**src/rtl/secure_sram_port_ctrl.sv**
```systemverilog
// Key-load sequencer and 2-way round-robin arbiter in front of secure_sram_top.
// Define ACCESS_TIMEOUT_EN to enable the WAIT_RDY watchdog and rsp_err.
module secure_sram_port_ctrl #(
    parameter int ADDR_W         = 14,
    parameter int DATA_W         = 52,
    parameter int DCR_CYCLES     = 10,
    parameter int SETTLE_CYCLES  = 5,
    parameter int TIMEOUT_CYCLES = 64
) (
    input  logic                  clk,
    input  logic                  rst_n,
    input  logic                  key_load_req,
    input  logic [63:0]           key_a,
    input  logic [31:0]           key_d,
    output logic                  key_busy,
    output logic                  key_valid,
    input  logic [1:0]            rq_valid,
    input  logic [1:0]            rq_we,
    input  logic [2*ADDR_W-1:0]   rq_addr,
    input  logic [2*DATA_W-1:0]   rq_wdata,
    output logic [1:0]            rq_ready,
    output logic [1:0]            rsp_valid,
    output logic [DATA_W-1:0]     rsp_rdata,
    output logic                  rsp_err,
    output logic                  sram_dcr,
    output logic [63:0]           sram_trng_a,
    output logic [31:0]           sram_trng_d,
    output logic                  sram_cs,
    output logic                  sram_we,
    output logic [ADDR_W-1:0]     sram_addr,
    output logic [DATA_W-1:0]     sram_wdata,
    input  logic [DATA_W-1:0]     sram_rdata,
    input  logic                  sram_ready
);

    localparam logic [2:0] S_IDLE    = 3'd0;
    localparam logic [2:0] S_KEYLOAD = 3'd1;
    localparam logic [2:0] S_SETTLE  = 3'd2;
    localparam logic [2:0] S_ISSUE   = 3'd3;
    localparam logic [2:0] S_WAIT    = 3'd4;
    localparam logic [2:0] S_RESP    = 3'd5;

    localparam int CMAX0 = (DCR_CYCLES > SETTLE_CYCLES) ? DCR_CYCLES : SETTLE_CYCLES;
    localparam int CMAX  = (CMAX0 > TIMEOUT_CYCLES) ? CMAX0 : TIMEOUT_CYCLES;
    localparam int CNT_W = $clog2(CMAX + 1);
    localparam logic [CNT_W-1:0] DCR_LAST = CNT_W'(DCR_CYCLES - 1);
    localparam logic [CNT_W-1:0] SET_LAST =
        CNT_W'((SETTLE_CYCLES > 0) ? SETTLE_CYCLES - 1 : 0);
`ifdef ACCESS_TIMEOUT_EN
    localparam logic [CNT_W-1:0] TO_LAST = CNT_W'(TIMEOUT_CYCLES - 1);
`endif

    logic [2:0]        state_q, state_d;
    logic [CNT_W-1:0]  cnt_q, cnt_d;
    logic              pend_q, pend_d;
    logic [63:0]       ka_q, ka_d;
    logic [31:0]       kd_q, kd_d;
    logic [63:0]       ta_q, ta_d;
    logic [31:0]       td_q, td_d;
    logic              kvalid_q, kvalid_d;
    logic              rr_q, rr_d;
    logic              gnt_q, gnt_d;
    logic              we_q, we_d;
    logic [ADDR_W-1:0] addr_q, addr_d;
    logic [DATA_W-1:0] wdata_q, wdata_d;
    logic [DATA_W-1:0] rdata_q, rdata_d;
`ifdef ACCESS_TIMEOUT_EN
    logic              err_q, err_d;
`endif
    logic              sel;

    assign key_busy = pend_q | (state_q == S_KEYLOAD) | (state_q == S_SETTLE);

    // Next-state logic: key-load sequencing, arbitration and access tracking
    always_comb begin
        state_d  = state_q;
        cnt_d    = cnt_q;
        pend_d   = pend_q;
        ka_d     = ka_q;
        kd_d     = kd_q;
        ta_d     = ta_q;
        td_d     = td_q;
        kvalid_d = kvalid_q;
        rr_d     = rr_q;
        gnt_d    = gnt_q;
        we_d     = we_q;
        addr_d   = addr_q;
        wdata_d  = wdata_q;
        rdata_d  = rdata_q;
`ifdef ACCESS_TIMEOUT_EN
        err_d    = err_q;
`endif
        rq_ready = 2'b00;
        sel      = 1'b0;

        if (key_load_req && !key_busy) begin
            pend_d = 1'b1;
            ka_d   = key_a;
            kd_d   = key_d;
        end

        unique case (state_q)
            S_IDLE: begin
                if (pend_q) begin
                    pend_d   = 1'b0;
                    ta_d     = ka_q;
                    td_d     = kd_q;
                    kvalid_d = 1'b0;
                    cnt_d    = '0;
                    state_d  = S_KEYLOAD;
                end else if (kvalid_q && (rq_valid != 2'b00)) begin
                    sel      = (rq_valid == 2'b11) ? ~rr_q : rq_valid[1];
                    rq_ready = sel ? 2'b10 : 2'b01;
                    gnt_d    = sel;
                    we_d     = rq_we[sel];
                    addr_d   = sel ? rq_addr[2*ADDR_W-1:ADDR_W] : rq_addr[ADDR_W-1:0];
                    wdata_d  = sel ? rq_wdata[2*DATA_W-1:DATA_W] : rq_wdata[DATA_W-1:0];
                    cnt_d    = '0;
                    state_d  = S_ISSUE;
                end
            end
            S_KEYLOAD: begin
                if (cnt_q == DCR_LAST) begin
                    cnt_d = '0;
                    if (SETTLE_CYCLES == 0) begin
                        kvalid_d = 1'b1;
                        state_d  = S_IDLE;
                    end else begin
                        state_d  = S_SETTLE;
                    end
                end else begin
                    cnt_d = cnt_q + 1'b1;
                end
            end
            S_SETTLE: begin
                if (cnt_q == SET_LAST) begin
                    cnt_d    = '0;
                    kvalid_d = 1'b1;
                    state_d  = S_IDLE;
                end else begin
                    cnt_d = cnt_q + 1'b1;
                end
            end
            S_ISSUE, S_WAIT: begin
                if (sram_ready) begin
                    rdata_d = sram_rdata;
`ifdef ACCESS_TIMEOUT_EN
                    err_d   = 1'b0;
`endif
                    state_d = S_RESP;
`ifdef ACCESS_TIMEOUT_EN
                end else if (cnt_q == TO_LAST) begin
                    rdata_d = '0;
                    err_d   = 1'b1;
                    state_d = S_RESP;
                end else begin
                    cnt_d   = cnt_q + 1'b1;
                    state_d = S_WAIT;
                end
`else
                end else begin
                    state_d = S_WAIT;
                end
`endif
            end
            S_RESP: begin
                rr_d    = gnt_q;
                state_d = S_IDLE;
            end
            default: state_d = S_IDLE;
        endcase
    end

    // State registers; reset aborts any access or key load in flight
    always_ff @(posedge clk or negedge rst_n) begin
        if (!rst_n) begin
            state_q  <= S_IDLE;
            cnt_q    <= '0;
            pend_q   <= 1'b0;
            ka_q     <= '0;
            kd_q     <= '0;
            ta_q     <= '0;
            td_q     <= '0;
            kvalid_q <= 1'b0;
            rr_q     <= 1'b1;
            gnt_q    <= 1'b0;
            we_q     <= 1'b0;
            addr_q   <= '0;
            wdata_q  <= '0;
            rdata_q  <= '0;
`ifdef ACCESS_TIMEOUT_EN
            err_q    <= 1'b0;
`endif
        end else begin
            state_q  <= state_d;
            cnt_q    <= cnt_d;
            pend_q   <= pend_d;
            ka_q     <= ka_d;
            kd_q     <= kd_d;
            ta_q     <= ta_d;
            td_q     <= td_d;
            kvalid_q <= kvalid_d;
            rr_q     <= rr_d;
            gnt_q    <= gnt_d;
            we_q     <= we_d;
            addr_q   <= addr_d;
            wdata_q  <= wdata_d;
            rdata_q  <= rdata_d;
`ifdef ACCESS_TIMEOUT_EN
            err_q    <= err_d;
`endif
        end
    end

    assign key_valid   = kvalid_q;
    assign sram_dcr    = (state_q == S_KEYLOAD);
    assign sram_trng_a = ta_q;
    assign sram_trng_d = td_q;
    assign sram_cs     = (state_q == S_ISSUE) | (state_q == S_WAIT);
    assign sram_we     = sram_cs & we_q;
    assign sram_addr   = addr_q;
    assign sram_wdata  = wdata_q;
    assign rsp_valid   = (state_q == S_RESP) ? (gnt_q ? 2'b10 : 2'b01) : 2'b00;
    assign rsp_rdata   = rdata_q;
`ifdef ACCESS_TIMEOUT_EN
    assign rsp_err     = err_q;
`else
    assign rsp_err     = 1'b0;
`endif

endmodule

```
**config.mk**
```make
export PLATFORM = sky130hd
export DESIGN_NAME = secure_sram_port_ctrl
export DESIGN_NICKNAME = d
export VERILOG_FILES = /design/src/rtl/secure_sram_port_ctrl.sv
export SDC_FILE = /design/constraint.sdc
export NUM_CORES = 1
export LEC_CHECK = 0
export CAP_MARGIN = 40
export CORE_AREA = 5 5 197 199
export CTS_CLUSTER_DIAMETER = 100
export DETAILED_ROUTE_END_ITERATION = 10
export DIE_AREA = 0 0 202 204
export PLACE_DENSITY = 0.79
export SYNTH_ARGS = -nofsm -noshare
export SYNTH_HDL_FRONTEND = slang
export SYNTH_SLANG_ARGS = --single-unit
```
**constraint.sdc**
```tcl
create_clock -name clk -period 3.7 [get_ports clk]
set_input_delay 1.11 -clock clk [delete_from_list [all_inputs] [get_ports clk]]
set_output_delay 1.11 -clock clk [all_outputs]
set_load 0.1 [all_outputs]
```
==> metrics.cfg <==
[drt]
vias=9255
drc=0
totalWireLength_mm=39.5
viasPerCell=4.98
wl_per_cell_um=21.2
ant_nets=0
drtIter0Drc=604
detail_route.first_pass.iterations=8

[clock_network]
cts_setup_buffers=0
clk_transition_reported_paths_ps=50
htreeDepth=2
tritoncts=built
clock_sinks=325
ctsHoldBuffers=0
clkLatencyLatePin_ps=540
cts_buffers=36
clockBufferDepth=3
cts-resized-gates=0
clockRootBuffer=clkbuf_16

[timing]
rsz0062_at_grt=no
min_period_ps=3390
clock_skew_ps=17.4
fin_crit_sh_pct=91.7
final_max_slew_viol_count=0
tns_ps=0
fmax_mhz=295
finalHoldViolCount=0
setup_viol_count_final=0
worstMarginPinSlew_ps=810
max_slew_margin_pct=45.8

[hold_path]
hold_class=reg -> reg

[final_layout]
drive_gt1_share_pct=39.7
fin_nets=1649
fillers=3086
syn_to_final_growth_pct=48.1

[place]
gp_congestion=0.844
hpwl_mm=29.5
io_buffers=510

[global_routing]
grt.total_usage_pct=18.5
grt_pass1_vias=9749
grt_max_degree=97
antenna_found_initial=3
grt_pass1_wl_mm=59.1
gr-total-overflow=0

[logic_synthesis]
synth_edf_count=0
synth_top_cell_area_share_pct=62.6
synth_top_cell_by_area=dfrtp_1
synth_seq_area_share_pct=62.8
synth_area_leaders=dfrtp_1 (63%), mux2_2 (17%), mux2_4 (5.8%)
synth_flop_cell=dfrtp_1
yosysMostFrequentCell=dfrtp_1
yosys-top-cells-count=dfrtp_1 (324), mux2_2 (194), inv_1 (72), a222oi_1 (67), mux2_4 (50)
avgSynthCellArea_um2=15.2
yosys_warnings=0
syn_inst=854
synth.distinct_cells=47
async_flop_share_pct=100
synthesis.nets=1145
synth_seq_cells=325
syn-cell-area_um2=13000

[die]
die_h_um=204
core-area_um2=37000
start_util_pct=35.0
die_w_um=202
row_count=71
ios=512
die_area_um2=41200

[critical_path]
critical_path_required_ps=2590
r2r_slack_ps=1120
cp-end-kind=primary output
cp_max_fo=4
cp.arrival_ps=2280
worstSetupPathType=in -> out
cp-start-kind=primary input

[job]
maxCapViolations=0

[run_status]
status=finished, final reports clean

area by class of cell:
type	count	area [um^2]	area share, %
Clock buffer	51	1050	5.46
Timing Repair Buffer	523	4790	24.9
Inverter	72	270	1.41
Tap cell	474	593	3.09
Multi-Input combinational cell	400	4200	21.9
Antenna cell	1	2.50	0.0130
Clock inverter	12	153	0.795
Sequential cell	325	8130	42.4
cells in the final DEF (no fill, tap or decap), types with 3 or more instances in the layout:
master           count
clkbuf_16           37
a222oi_1            67
mux2_4              50
mux2_2             194
buf_12              11
nand2_1             18
nand3_1              3
nor3_1               5
clkbuf_8             7
nor2b_1              3
o21ai_0              9
bufinv_16            3
clkinv_2             4
clkbuf_1             7
a211oi_1             3
nor2_1               8
clkdlybuf4s50_1    286
inv_1               72
o211ai_1             3
dfrtp_1            324
ha_1                 3
buf_4              225
stage by stage:
step	instances	instance area, um^2	hold slack (ps)	utilization [%]	worst slack, ps
2_1_floorplan	854	13000	447	-	250
3_3_place_gp	1794	18000	479	48.6	290
3_5_place_dp	1794	18000	484	48.6	300
4_1_cts	1857	19200	500	51.8	279
5_1_grt	1858	19200	517	51.8	182
6_report	1858	19200	498	51.8	306
registers in the layout, indices dropped and copies added (netlist names):
| register | cells |
|---|---|
| kd_q | 32 |
| pend_q | 1 |
| ka_q | 64 |
| sram_trng_d | 32 |
| sram_addr | 14 |
| sram_trng_a | 64 |
| cnt_q | 7 |
| rsp_rdata | 52 |
| state_q | 3 |
| rr_q | 1 |
| we_q | 1 |
| gnt_q | 1 |
| key_valid | 1 |
| sram_wdata | 52 |
logic make-up (layout without fill, tap and decap cells):
group	Yosys count	count (layout)	synth area share [%]
flops	325	325	62.8
mux	244	244	22.7
buf+inv	129	658	4.98
compound gates	101	101	7.11
simple gates	49	49	2.04
fa+ha+maj	3	3	0.290
xor+xnor	2	2	0.135
other cells	1	2	0.0289
critical path, stage by stage:
cell,delay [ps]
clkdlybuf4s50_1,600
inv_1,70
o2111a_2,320
buf_12,180
metal layers:
metal | up-vias | global-route usage [%] | wire [um] | part of all wire, %
met4 | 2 | 10.1 | 2310 | 5.8
met1 | 4613 | 21.1 | 14300 | 36
li1 | 4114 | - | - | -
met3 | 79 | 7.19 | 3730 | 9.4
met5 | - | 0 | 13 | 0.033
met2 | 447 | 30.1 | 19100 | 49
path summary, 6_finish.rpt:
check,from,to,depth (start not counted)
worst max-delay path,rq_valid[1],rq_ready[0],4
worst min-delay path,ka_q[34],ka_q[34],1
worst max register to register,state_q[2],sram_wdata[42],5
worst min register to register,ka_q[34],ka_q[34],1
max in group asynchronous,rst_n,sram_wdata[25],2
min in group asynchronous,rst_n,kd_q[23],1
Power is left out: the tool's default activity adds up to more than one toggle a clock period on the data nets, which glitch-free logic cannot reach.
